===== src/rtl/fifo_ctrl_if.sv =====
// Producer/consumer side of the FIFO controller: push/pop requests, read data and status.
// The controller takes the slave modport; the user logic driving requests takes master.
interface fifo_ctrl_if #(
   parameter int DATA_W = 8,
   parameter int ADDR_W = 3
);
   logic              push;
   logic [DATA_W-1:0] data_in;
   logic              pop;
   logic [DATA_W-1:0] data_out;
   logic              valid_out;
   logic              full;
   logic              empty;
   logic              almost_full;
   logic              almost_empty;
   logic [ADDR_W:0]   count;
   logic              overflow;
   logic              underflow;

   modport master (
      output push, data_in, pop,
      input  data_out, valid_out, full, empty, almost_full, almost_empty,
             count, overflow, underflow
   );

   modport slave (
      input  push, data_in, pop,
      output data_out, valid_out, full, empty, almost_full, almost_empty,
             count, overflow, underflow
   );
endinterface


===== src/rtl/fifo_ctrl.sv =====
// Pointer/flag controller that turns an external synchronous dual-port RAM
// (write port A, read port B, read-before-write) into a FIFO.
module fifo_ctrl #(
   parameter int DATA_W = 8,
   parameter int ADDR_W = 3,
   parameter int AF_TH  = 6,
   parameter int AE_TH  = 2
) (
   input  logic              clk,
   input  logic              reset_L,
   fifo_ctrl_if.slave        fif,
   output logic              we_a,
   output logic [ADDR_W-1:0] addr_a,
   output logic [DATA_W-1:0] data_a,
   output logic              re_b,
   output logic [ADDR_W-1:0] addr_b,
   input  logic [DATA_W-1:0] q_b
);

   localparam logic [ADDR_W:0] DEPTH  = {1'b1, {ADDR_W{1'b0}}};
   localparam logic [ADDR_W:0] AF_LVL = (ADDR_W+1)'(AF_TH);
   localparam logic [ADDR_W:0] AE_LVL = (ADDR_W+1)'(AE_TH);

   logic [ADDR_W-1:0] wr_ptr;
   logic [ADDR_W-1:0] rd_ptr;
   logic [ADDR_W:0]   count_q;
   logic [ADDR_W:0]   count_next;
   logic              valid_q;
   logic              overflow_q;
   logic              underflow_q;
   logic              full_w;
   logic              empty_w;
   logic              push_ok;
   logic              pop_ok;

   assign full_w  = (count_q == DEPTH);
   assign empty_w = (count_q == '0);

   // A push into a full FIFO rides on a simultaneous pop: the RAM reads the
   // oldest slot before the write lands in that same slot.
   assign push_ok = fif.push & (~full_w | fif.pop);
   assign pop_ok  = fif.pop & ~empty_w;

   assign we_a   = push_ok & reset_L;
   assign addr_a = wr_ptr;
   assign data_a = fif.data_in;
   assign re_b   = pop_ok & reset_L;
   assign addr_b = rd_ptr;

   // NOTE: every always_comb output gets a default first so no latch is inferred.
   always_comb begin
      count_next = count_q;
      unique case ({push_ok, pop_ok})
         2'b10:   count_next = count_q + (ADDR_W+1)'(1);
         2'b01:   count_next = count_q - (ADDR_W+1)'(1);
         default: count_next = count_q;
      endcase
   end

   // NOTE: sequential state uses non-blocking assignments so all registers update together.
   // NOTE: reset clears pointers only; stale RAM contents become unreachable, so the RAM is never cleared.
   always_ff @(posedge clk) begin
      if (!reset_L) begin
         wr_ptr      <= '0;
         rd_ptr      <= '0;
         count_q     <= '0;
         valid_q     <= 1'b0;
         overflow_q  <= 1'b0;
         underflow_q <= 1'b0;
      end else begin
         if (push_ok) wr_ptr <= wr_ptr + ADDR_W'(1);
         if (pop_ok)  rd_ptr <= rd_ptr + ADDR_W'(1);
         count_q     <= count_next;
         valid_q     <= pop_ok;
         overflow_q  <= overflow_q  | (fif.push & full_w & ~fif.pop);
         underflow_q <= underflow_q | (fif.pop & empty_w);
      end
   end

   assign fif.data_out     = q_b;
   assign fif.valid_out    = valid_q;
   assign fif.count        = count_q;
   assign fif.full         = full_w;
   assign fif.empty        = empty_w;
   assign fif.almost_full  = (count_q >= AF_LVL);
   assign fif.almost_empty = (count_q <= AE_LVL);
   assign fif.overflow     = overflow_q;
   assign fif.underflow    = underflow_q;

endmodule


===== src/flat_wrapper.sv =====
// flat-port wrapper written by rule: the top's interface ports become plain ports
module fifo_ctrl_flat 
#(
   parameter int DATA_W = 8,
   parameter int ADDR_W = 3,
   parameter int AF_TH  = 6,
   parameter int AE_TH  = 2
)
  (clk, reset_L, we_a, addr_a, data_a, re_b, addr_b, q_b, fif_push, fif_data_in, fif_pop, fif_data_out, fif_valid_out, fif_full, fif_empty, fif_almost_full, fif_almost_empty, fif_count, fif_overflow, fif_underflow);
  fifo_ctrl_if #(.DATA_W(DATA_W), .ADDR_W(ADDR_W)) fif_i ();
  input  logic clk;
  input  logic reset_L;
  output logic we_a;
  output logic [ADDR_W-1:0] addr_a;
  output logic [DATA_W-1:0] data_a;
  output logic re_b;
  output logic [ADDR_W-1:0] addr_b;
  input  logic [DATA_W-1:0] q_b;
  input wire logic [$bits(fif_i.push)-1:0] fif_push;
  input wire logic [$bits(fif_i.data_in)-1:0] fif_data_in;
  input wire logic [$bits(fif_i.pop)-1:0] fif_pop;
  output wire logic [$bits(fif_i.data_out)-1:0] fif_data_out;
  output wire logic [$bits(fif_i.valid_out)-1:0] fif_valid_out;
  output wire logic [$bits(fif_i.full)-1:0] fif_full;
  output wire logic [$bits(fif_i.empty)-1:0] fif_empty;
  output wire logic [$bits(fif_i.almost_full)-1:0] fif_almost_full;
  output wire logic [$bits(fif_i.almost_empty)-1:0] fif_almost_empty;
  output wire logic [$bits(fif_i.count)-1:0] fif_count;
  output wire logic [$bits(fif_i.overflow)-1:0] fif_overflow;
  output wire logic [$bits(fif_i.underflow)-1:0] fif_underflow;
  assign fif_i.push = fif_push;
  assign fif_i.data_in = fif_data_in;
  assign fif_i.pop = fif_pop;
  assign fif_data_out = fif_i.data_out;
  assign fif_valid_out = fif_i.valid_out;
  assign fif_full = fif_i.full;
  assign fif_empty = fif_i.empty;
  assign fif_almost_full = fif_i.almost_full;
  assign fif_almost_empty = fif_i.almost_empty;
  assign fif_count = fif_i.count;
  assign fif_overflow = fif_i.overflow;
  assign fif_underflow = fif_i.underflow;
  fifo_ctrl #(.DATA_W(DATA_W), .ADDR_W(ADDR_W), .AF_TH(AF_TH), .AE_TH(AE_TH)) u_core (.clk(clk), .reset_L(reset_L), .fif(fif_i), .we_a(we_a), .addr_a(addr_a), .data_a(data_a), .re_b(re_b), .addr_b(addr_b), .q_b(q_b));
endmodule

===== config.mk =====
export PLATFORM = sky130hd
export DESIGN_NAME = fifo_ctrl_flat
export DESIGN_NICKNAME = d
export VERILOG_FILES = /design/src/rtl/fifo_ctrl_if.sv /design/src/rtl/fifo_ctrl.sv /design/src/flat_wrapper.sv
export SDC_FILE = /design/constraint.sdc
export NUM_CORES = 1
export LEC_CHECK = 0
export ABC_CLOCK_PERIOD_IN_PS = 2200
export BUFFER_PORTS_ARGS = -buffer_cell sky130_fd_sc_hd__buf_2
export CAP_MARGIN = 20
export CORE_MARGIN = 2
export CORE_UTILIZATION = 36
export CTS_CLUSTER_DIAMETER = 40
export DETAILED_ROUTE_END_ITERATION = 10
export GPL_TIMING_DRIVEN = 0
export PLACE_DENSITY = 0.81
export SYNTH_ARGS = -nofsm -noshare
export SYNTH_HDL_FRONTEND = slang
export SYNTH_SLANG_ARGS = --single-unit

===== constraint.sdc =====
create_clock -name clk -period 2.2 [get_ports clk]
set_input_delay 0.11 -clock clk [delete_from_list [all_inputs] [get_ports clk]]
set_output_delay 0.11 -clock clk [all_outputs]
set_load 0.03 [all_outputs]

[Word level (Yosys, flattened, before mapping)]
Cells that the tools add are included.
Storage, ports and cells
  flip-flop bits (word level): 13
  output and inout port bits: 35
Cells by class
  add/sub/neg operators: 4
  magnitude comparators: 2
  eq/ne operators: 3
  muxes and demuxes: 1
  bitwise logic cells: 13
  reduce and logical (&&, ||, !) cells: 2
Operators by type and width (number)
  one-hot mux 4 bit (2 select lines): 1
  AND 1 bit: 7
  adder 3 x 1 -> 3 bit, second input constant: 2
  adder 4 x 1 -> 4 bit, second input constant: 1
  == test 4 bit, second input constant: 1
  >= comparator 4 x 3 -> 1 bit, second input constant: 1
  less-or-equal comparator 4 x 2 -> 1 bit, second input constant: 1
  zero test 4 bit: 1
  subtractor 4 x 1 -> 4 bit, second input constant: 1
  NOT 1 bit: 3
  bitwise OR 1 bit: 3
  == test 2 x 1 -> 1 bit, second input constant: 1
  == test 2 bit, second input constant: 1
  nonzero test 2 bit: 1

[Longest topological paths before layout]
Gate-level depths: netlist (run 1).
  depth after elaboration: 6
  mapped depth: 10

[Worst setup path before layout (run 1)]
No wires, ideal clock.
  kind: register to register
  start point: register u_core.count_q[1], in the netlist u_core.fif.count[1]
  end point: register u_core.count_q[2], in the netlist u_core.fif.count[2]
  library setup time: 0.070 ns
  data arrival time: 2.475 ns
  data required time: 2.130 ns
  path slack: -0.345 ns
  stages on the path, launching flop included: 11
  cell sequence: dfxtp_1 > buf_6 > or4b_4 > o21ai_4 > ha_1 > xor2_1 > ha_1 > a21oi_1 > xor2_1 > or3_1 > a21oi_1
Between the ends
  word-level cells in the longest chain between the ends: 6
  elaborated cells between the ends (all ways): 13
  those cells by class: add/sub (2); eq/ne (3); mux (1); bitwise (5); reduce/logical (2)
RTL lines
  start: declaration: RTL line fifo_ctrl.sv:26  | logic [ADDR_W:0] count_q;
  start signal: assignment: RTL line fifo_ctrl.sv:73  | count_q <= count_next;
  == test 4 bit: RTL line fifo_ctrl.sv:36  | assign full_w = (count_q == DEPTH);
  NOT 1 bit: RTL line fifo_ctrl.sv:41  | assign push_ok = fif.push & (~full_w | fif.pop);
  bitwise OR 1 bit: RTL line fifo_ctrl.sv:41
  AND 1 bit: RTL line fifo_ctrl.sv:41
  == test 2 x 1 -> 1 bit / == test 2 bit (equally long branches): RTL line fifo_ctrl.sv:53  | unique case ({push_ok, pop_ok})
  one-hot mux 4 bit (2 select lines) / nonzero test 2 bit (equally long branches)
Parallel ways exist; a longest one is shown, timed or not.
A chain may end at the register's enable or synchronous reset.

[Worst setup path after layout (run 1)]
  start point: register u_core.count_q[0], in the netlist u_core.fif.count[0]
  end point: register u_core.count_q[2], in the netlist u_core.fif.count[2]
Same word-level chain as after synthesis.

==> results of run 1 <==
-- area by class of cell --
class                   count  area, um2
plain buffers              17        124
clock buffers               4       26.3
well taps                  27       33.8
repair buffers             43        228
fillers                   199        897
inverters                   2       7.51
flip-flops and latches     13        273
multi-input cells          54        413
-- kinds of logic after synthesis --
kind of cell,synth area share (%)
XOR/XNOR,7.79
flip-flops,33.1
multiplexers,3.82
buffers and inverters,18.8
AND/OR/NAND/NOR,16.9
adder cells (fa/ha/maj),7.95
AO/OA/AOI/OAI,11.8
-- metal layers --
layer | up-vias | global-route usage [%] | wire [um]
met1 | 333 | 14.6 | 698
met2 | 27 | 28.5 | 968
met5 | - | 0 | 0
li1 | 368 | - | -
met4 | 0 | 6.76 | 24
met3 | 4 | 3.57 | 138
-- cell usage in the layout, fill, tap and decap left out --
cell type,n
buf_2,38
buf_4,21
nor2_1,12
dfxtp_1,9
xor2_1,5
nand2_1,4
a21oi_1,3
mux2i_1,3
clkbuf_4,3
dfxtp_4,3
nand2b_1,2
inv_1,2
clkbuf_1,2
and2_1,2
o21ai_1,2
o21ai_0,2
ha_1,2
ha_2,2
o41a_1,1
nor4_1,1
or4b_4,1
o21ai_4,1
xor2_2,1
a211oi_1,1
nand3_1,1
nor3b_2,1
or3b_1,1
a32o_1,1
o211ai_1,1
a21oi_2,1
or3_1,1
xnor2_1,1
ha_4,1
dfxtp_2,1
-- critical path, stage by stage, from the launching register on --
cell     delay, ns
dfxtp_4       0.36
or4b_4        0.56
o21ai_4       0.17
ha_4          0.17
xor2_2        0.13
ha_2          0.19
a21oi_2       0.04
xor2_1        0.15
or3_1         0.32
a21oi_1       0.14
-- flip-flops by register name (all words and copies together) (netlist names) --
register,flops
u_core.fif.count,4
u_core.addr_a,3
u_core.fif.underflow,1
u_core.fif.valid_out,1
u_core.fif.overflow,1
u_core.addr_b,3
-- power by group through the flow --
| stage | Sequential (W) | Clock (W) | Combinational (W) |
|---|---|---|---|
| floorplan | 0.000470 | 0 | 0.000481 |
| global placement | 0.000361 | 0 | 0.000744 |
| detailed placement | 0.000365 | 0 | 0.000765 |
| CTS | 0.000366 | 0.000153 | 0.000773 |
| global route | 0.000378 | 0.000168 | 0.000866 |
| finish | 0.000369 | 0.000153 | 0.000808 |
-- repair_timing --
| action | in CTS | in global routing |
|---|---|---|
| pin swaps | 3 | 0 |
| cloned | 0 | 0 |
| gates resized for setup | 1 | 4 |
| setup buffers | 5 | 0 |
| setup endpoints to repair | 3 | 2 |
| hold buffers | 0 | 0 |
-- final timing paths --
kind,start,end,slack [ns],cells past startpoint
worst max-delay path,u_core.fif.count[0]$_SDFFE_PN0P_,u_core.fif.count[2]$_SDFFE_PN0P_,-0.09,9
worst min-delay path,reset_L,u_core.fif.count[2]$_SDFFE_PN0P_,0.12,3
worst min register to register,u_core.fif.underflow$_SDFF_PN0_,u_core.fif.underflow$_SDFF_PN0_,0.48,2
worst max register to register,u_core.fif.count[0]$_SDFFE_PN0P_,u_core.fif.count[2]$_SDFFE_PN0P_,-0.09,9
-- metrics by stage --
stage	area, um2	cells
2_1_floorplan	818	88
3_3_place_gp	1040	153
3_5_place_dp	1040	153
4_1_cts	1090	160
5_1_grt	1100	160
6_report	1100	160
==> results.toml, run 1 <==
[run_status]
outcome = "finished, violations left"
violations = "setup timing"

[logic_synthesis]
yosysSeqAreaShare_pct = 33.1
ys_ff_latch = 13
synthCells = 88
syn_nets = 113
yosysTopAreaCell = "dfxtp_1"
synth-edff-count = 0
synthTopCellsByCount = "buf_4, dfxtp_1, nor2_1"
netlist_area_um2 = 787
synth.top_cell.area_share_pct = 33.1
synth_most_common_cell = "buf_4"
synth.distinct_cells = 28
synthTopCellsByArea = "dfxtp_1, buf_4, ha_1"
synth_ff_type = "dfxtp_1"
syn_avg_cell_area_um2 = 8.94
ys_async_sr_fraction_pct = 0
ys_warn_count = 0

[cts]
cts_max_level = 1
cts_sinks = 13
root_buffer = "clkbuf_4"
path_clk_slew_ns = 0.09
cts_made_buffers = 3
cts_tree = "done"
clockBufferDepth = 2
clock_latency_ns = 0.28

[placed_design]
dp_hpwl_mm = 1.31
dpl_worst_slack_ns = -0.316
place.port_buffers = 38
place.gp.congestion = 0.766

[timing]
finalSetupViolCount = 2
report.final.slew_viol_count = 0
hold_slack_ns = 0.116
relSlewSlack_pct = 70.2
timing.final.ws_setup_ns = -0.0929
finClkSkew_ns = 0.00650
rsz0062_at_grt = "true"
post-route-period-util_pct = 104
fmax_mhz = 436
min_period_ns = 2.29
worst_slew_pin_slew_ns = 0.446
finalHoldViolCount = 0
setup-tns-final_ns = -0.0972

[grt]
grt_util_all_layers_pct = 14.8
antenna_found_initial = 0
grt_pass1_vias = 668
grt_pass1_wl_mm = 2.84
grt-ovfl-total = 0
grt_max_degree = 11

[floorplan]
start_util_pct = 39.3
die_y_um = 50.8
dieArea_mm2 = 0.00258
rows = 16
die_w_um = 50.8
io_pins = 55
core_area_mm2 = 0.00200

[power]
p_sw_share_pct = 48.8
seqPwrFrac_pct = 27.8
peakVddDrop_mv = 0.521
p_per_area_mw_per_mm2 = 1200
p_switching_w = 0.000649
total_power_w = 0.00133
p_leak_nw = 0.568
p_int_w = 0.000681
combPwrFrac_pct = 60.8
clkPwrFrac_pct = 11.5

[worst_setup_path]
cp_max_fo = 4
critPathLaunchType = "flop"
cp_data_arrival_time_ns = 2.50
end_kind = "flop"
path_class = "flop to flop"
worstPathRequired_ns = 2.41

[drt]
postRouteAntennaNets = 0
avgRoutedWirePerCell_um = 11.4
viasPerCell = 4.58
vias = 732
drc = 0
first_pass_iters = 4
drt_iter0_markers = 7
routed_wl_mm = 1.83

[layout]
syn2layout_area_growth_pct = 40.4
fin_util_pct = 55.2
diodes = 0
drive_above_1_share_pct = 55.6
fin_nets = 159

[min_path]
hold_class = "input pin to flop"

[job]
maxCapViolations = 0
(Power assumes the default switching activity.)
==> run 2, diff against run 1 <==
Settings changed: ABC_AREA set to 1.
==> results.toml, run 2 <==
[worst_setup_path]
path_class = "flop to flop"
worstPathRequired_ns = 2.37
cp_max_fo = 8
reg2reg_from = "u_core.fif.count[1]$_SDFFE_PN0P_"
cpMaxStageDelayCell = "dfxtp_1"
crit_family = "flip-flops"
r2r_end = "u_core.fif.count[2]$_SDFFE_PN0P_"
rrSetupSlack_ns = 0.18
worst-path-buf-inv = 3
cp_data_arrival_time_ns = 2.19
end_kind = "flop"
cp_slowest_stage_delay_ns = 0.48
reg2regPathDepth = 13
worstPathCellList = "nor2_1 -> nand2_2 -> nand2_2 -> inv_2 -> ha_1 -> nand2_1 -> inv_1 -> nor2_2 -> ha_1 -> a21oi_1 -> xnor2_1 -> o21ai_0 -> inv_1"
critPathLaunchType = "flop"

[grt]
grt_pass1_wl_mm = 2.76
grt-ovfl-total = 0
grt_util_all_layers_pct = 14.0
grt_pass1_vias = 690
grt_max_degree = 10
antenna_found_initial = 0

[logic_synthesis]
syn_avg_cell_area_um2 = 7.30
synth.top_cell.area_share_pct = 32.4
yosysTopAreaCell = "dfxtp_1"
syn_nets = 135
synth_ff_type = "dfxtp_1"
ys_warn_count = 0
ys_async_sr_fraction_pct = 0
synthTopCellsByCount = "inv_1, buf_4, dfxtp_1, nand2_1, nor2_1"
ys_ff_latch = 13
synth_most_common_cell = "inv_1"
synth-edff-count = 0
yosysSeqAreaShare_pct = 32.4
synth.distinct_cells = 19
synthCells = 110
synthTopCellsByArea = "dfxtp_1, buf_4, inv_1"
netlist_area_um2 = 803

[cts]
cts_tree = "done"
cts_max_level = 1
cts_made_buffers = 3
clock_latency_ns = 0.28
cts_sinks = 13
path_clk_slew_ns = 0.08
root_buffer = "clkbuf_4"
clockBufferDepth = 2

[layout]
fin_nets = 178
drive_above_1_share_pct = 42.8
layout_common_cells = "buf_2, inv_1, buf_4"
largest_reg_flops = 4
stdcell_count = 180
diodes = 0
nFillCells = 221
syn2layout_area_growth_pct = 31.5
mostFrequentLayoutCell = "buf_2"

[power]
peakVddDrop_mv = 0.499
total_power_w = 0.00124
p_per_area_mw_per_mm2 = 1180
p_leak_nw = 0.606

[timing]
relSlewSlack_pct = 82.0
fmax_mhz = 495
min_period_ns = 2.02
finalHoldViolCount = 0
setup-tns-final_ns = 0
rsz0062_at_grt = "false"
post-route-period-util_pct = 91.8
finalSetupViolCount = 0
report.final.slew_viol_count = 0
worst_slew_pin_slew_ns = 0.268
finClkSkew_ns = 0.00423

[drt]
drt_iter0_markers = 7
vias = 806
viasPerCell = 4.48
avgRoutedWirePerCell_um = 9.71
drc = 0
routed_wl_mm = 1.75
postRouteAntennaNets = 0
first_pass_iters = 5

[floorplan]
rows = 17
io_pins = 55
dieArea_mm2 = 0.00263
start_util_pct = 37.0
die_w_um = 51.2
die_y_um = 51.2
core_area_mm2 = 0.00217

[placed_design]
place.gp.congestion = 0.840
place.port_buffers = 38
dp_hpwl_mm = 1.43
dp.cells = 176

[min_path]
min_path_cells = 3
min_to = "u_core.fif.overflow$_SDFF_PN0_"
hp-start = "fif_push"
hold_class = "input pin to flop"

[job]
maxCapViolations = 0

[run_status]
outcome = "completed"
## run 2: cell count changes after synthesis, sizes merged, moves of 3 or more
cell   before  now
a21oi       4   10
nand2       4   16
mux2i       3    0
nand3       1    5
xor2        6    1
o21ai       5    9
inv         2   18
## run 2: worst max-delay path by stage
stage,to,cells past startpoint,startpoint
floorplan,u_core.fif.count[2]$_SDFFE_PN0P_,13,u_core.fif.count[0]$_SDFFE_PN0P_
global placement,u_core.fif.count[2]$_SDFFE_PN0P_,13,u_core.fif.count[0]$_SDFFE_PN0P_
detailed placement,u_core.fif.count[2]$_SDFFE_PN0P_,13,u_core.fif.count[0]$_SDFFE_PN0P_
CTS,u_core.fif.count[2]$_SDFFE_PN0P_,13,u_core.fif.count[0]$_SDFFE_PN0P_
global route,u_core.fif.count[2]$_SDFFE_PN0P_,12,u_core.fif.count[2]$_SDFFE_PN0P_
finish,u_core.fif.count[2]$_SDFFE_PN0P_,13,u_core.fif.count[1]$_SDFFE_PN0P_
## run 2: final cells by class
class / count / area [um2] / area share, %
well taps: 28 / 35.0 / 3.32
inverters: 18 / 67.6 / 6.40
plain buffers: 16 / 120 / 11.4
repair buffers: 38 / 190 / 18.0
multi-input cells: 63 / 355 / 33.6
flip-flops and latches: 13 / 262 / 24.8
clock buffers: 4 / 26.3 / 2.49
## run 2: cell families (layout without fill, tap and decap cells)
| group | after synthesis | after routing | synth area share (%) |
|---|---|---|---|
| adder cells (fa/ha/maj) | 5 | 5 | 7.79 |
| AO/OA/AOI/OAI | 20 | 20 | 12.8 |
| AND/OR/NAND/NOR | 35 | 35 | 20.4 |
| XOR/XNOR | 3 | 3 | 3.27 |
| buffers and inverters | 34 | 76 | 23.4 |
| flip-flops | 13 | 13 | 32.4 |
## run 2: repair_timing
item,CTS,global route
hold buffers,0,0
buffers inserted,0,0
setup endpoints to repair,0,1
resized for setup,0,1
## run 2: per-stage QoR
| stage | instance area (um2) | hold WS (ns) | utilization (%) | setup slack (ns) |
|---|---|---|---|---|
| 2_1_floorplan | 803 | 0.228 | - | 0.143 |
| 3_3_place_gp | 1030 | 0.403 | 47.4 | 0.207 |
| 3_5_place_dp | 1030 | 0.409 | 47.4 | 0.143 |
| 4_1_cts | 1050 | 0.109 | 48.6 | 0.133 |
| 5_1_grt | 1060 | 0.127 | 48.7 | 0.0487 |
| 6_report | 1060 | 0.110 | 48.7 | 0.179 |
## run 2: tightest hold or removal path, stage by stage
cell and delay [ns]:
buf_2 0.11, nand3_1 0.07, a21oi_1 0.05
## run 2: layer usage
| layer | vias up | GRT usage (%) | part of all wire [%] |
|---|---|---|---|
| met5 | - | 0 | 0 |
| met2 | 31 | 24.0 | 52 |
| met4 | 0 | 8.77 | 2.1 |
| met1 | 351 | 15.1 | 39 |
| li1 | 419 | - | - |
| met3 | 5 | 4.09 | 7.6 |
## run 2: power by group
part | switching, W | internal (W) | leakage, nW
clock | 0.0000788 | 0.0000704 | 0.0150
sequential | 0.0000787 | 0.000300 | 0.107
combinational | 0.000488 | 0.000227 | 0.484
==> run 3, diff against run 2 <==
Settings changed: ABC_CLOCK_PERIOD_IN_PS 2200 to 1700.
Clock period 2.2 ns to 1.7 ns, I/O delays scaled along.
==> results.toml, run 3 (synthesized netlist as in run 2, its figures left out) <==
[timing]
finalHoldViolCount = 0
rsz0062_at_grt = "true"
relSlewSlack_pct = 78.1
finClkSkew_ns = 0.00223
worst_slew_pin_slew_ns = 0.326
setup-tns-final_ns = -0.0851
hold_slack_ns = 0.0967
min_period_ns = 1.74
report.final.slew_viol_count = 0
finalSetupViolCount = 2
timing.final.ws_setup_ns = -0.0436
fmax_mhz = 574
post-route-period-util_pct = 103

[layout]
fin_nets = 189
mostFrequentLayoutCell = "buf_2"
layout_common_cells = "buf_2, buf_4, inv_1"
fin_util_pct = 57.7
drive_above_1_share_pct = 55.8
stdcell_count = 191
diodes = 0
largest_reg_flops = 4
syn2layout_area_growth_pct = 55.9

[placed_design]
dp_hpwl_mm = 1.50
place.port_buffers = 38
dpl_worst_slack_ns = -0.109
dp.cells = 176
place.gp.congestion = 0.835

[drt]
viasPerCell = 4.68
postRouteAntennaNets = 0
vias = 894
drt_iter0_markers = 8
first_pass_iters = 4
routed_wl_mm = 2.28
drc = 0
avgRoutedWirePerCell_um = 11.9

[power]
peakVddDrop_mv = 0.852
p_leak_nw = 0.673
p_per_area_mw_per_mm2 = 1610

[grt]
grt-ovfl-total = 0
grt_util_all_layers_pct = 18.0
grt_max_degree = 10
grt_pass1_wl_mm = 3.53
antenna_found_initial = 0
grt_pass1_vias = 831

[worst_setup_path]
reg2regPathDepth = 13
cpMaxStageDelayCell = "dfxtp_4"
worstPathCellList = "nor2_4 -> nand2_2 -> nand2_4 -> inv_6 -> ha_4 -> nand2_2 -> inv_2 -> o21ai_0 -> nand2_1 -> nand2_1 -> nand3_1 -> nand2_1 -> inv_1"
end_kind = "flop"
cp_slowest_stage_delay_ns = 0.37
cp.depth = 13
reg2reg_from = "u_core.fif.count[3]$_SDFFE_PN0P_"
path_class = "flop to flop"
worst-path-buf-inv = 3
critPathLaunchType = "flop"
crit_family = "simple AND/OR/NAND/NOR gates"
setup.worst_path.start = "u_core.fif.count[3]$_SDFFE_PN0P_"
cpMostUsedCell = "nand2_1"
cp_max_fo = 5
worstPathRequired_ns = 1.89
cp_data_arrival_time_ns = 1.93

[cts]
cts_sinks = 13
cts_max_level = 1
clock_latency_ns = 0.28
clockBufferDepth = 2
path_clk_slew_ns = 0.08
root_buffer = "clkbuf_4"
cts_made_buffers = 3
ctsHoldBuffers = 0
cts_tree = "done"

[floorplan]
start_util_pct = 37.0
die_w_um = 51.2
die_y_um = 51.2
dieArea_mm2 = 0.00263
io_pins = 55
rows = 17
core_area_mm2 = 0.00217

[min_path]
min_path_cells = 3
hp-start = "reset_L"
hold_class = "input pin to flop"

[run_status]
outcome = "finished, violations left"
violations = "setup timing"

[job]
maxCapViolations = 0
==> run 3: changes by cell type in the layout (fill, tap and decap cells not counted), sizes merged <==
cell,delta
buf,+11
==> run 3: what timing repair did <==
item	in CTS	in global routing
gates resized for setup	9	7
cloned	0	0
endpoints found under the setup margin	2	4
setup buffers	12	0
pin swaps	10	7
==> run 3: where the power goes <==
| group | internal (W) | total [W] | switching (W) |
|---|---|---|---|
| Clock | 0.0000911 | 0.000195 | 0.000103 |
| Sequential | 0.000406 | 0.000489 | 0.0000829 |
| Combinational | 0.000510 | 0.00133 | 0.000822 |
==> run 3: path summary, 6_finish.rpt <==
kind,endpoint,slack [ns]
worst max-delay path,u_core.fif.count[3]$_SDFFE_PN0P_,-0.04
worst min-delay path,u_core.fif.count[1]$_SDFFE_PN0P_,0.1
worst max register to register,u_core.fif.count[3]$_SDFFE_PN0P_,-0.04
worst min register to register,u_core.fif.overflow$_SDFF_PN0_,0.45
==> run 3: worst reg2reg max path: stages, from the launching register on <==
cell and delay [ns]:
dfxtp_4 0.37, nor2_4 0.11, nand2_2 0.08, nand2_4 0.10, inv_6 0.04, ha_4 0.17
nand2_2 0.06, inv_2 0.05, o21ai_0 0.28, nand2_1 0.14, nand2_1 0.10, nand3_1 0.07
nand2_1 0.06, inv_1 0.03
==> run 3: final cells by class <==
class,count,area [um2]
tap,28,35.0
timing repair buffer,49,273
inverter,18,72.6
sequential,13,275
clock buffer,4,26.3
buffer,16,120
fill,204,917
multi-input combinational,63,450
==> run 3: through the flow <==
step / total power (W) / instance area [um2]
5_1_grt: 0.00215 / 1250
3_3_place_gp: 0.00147 / 1080
6_report: 0.00202 / 1250
3_5_place_dp: 0.00151 / 1080
2_1_floorplan: 0.00126 / 852
4_1_cts: 0.00192 / 1220
==> run 3: layer usage <==
layer	vias to the layer above	wire, um	track usage [%]
li1	441	-	-
met3	11	162	4.09
met2	39	1210	31.8
met4	0	76	10.1
met1	403	831	19.5
met5	-	0	0
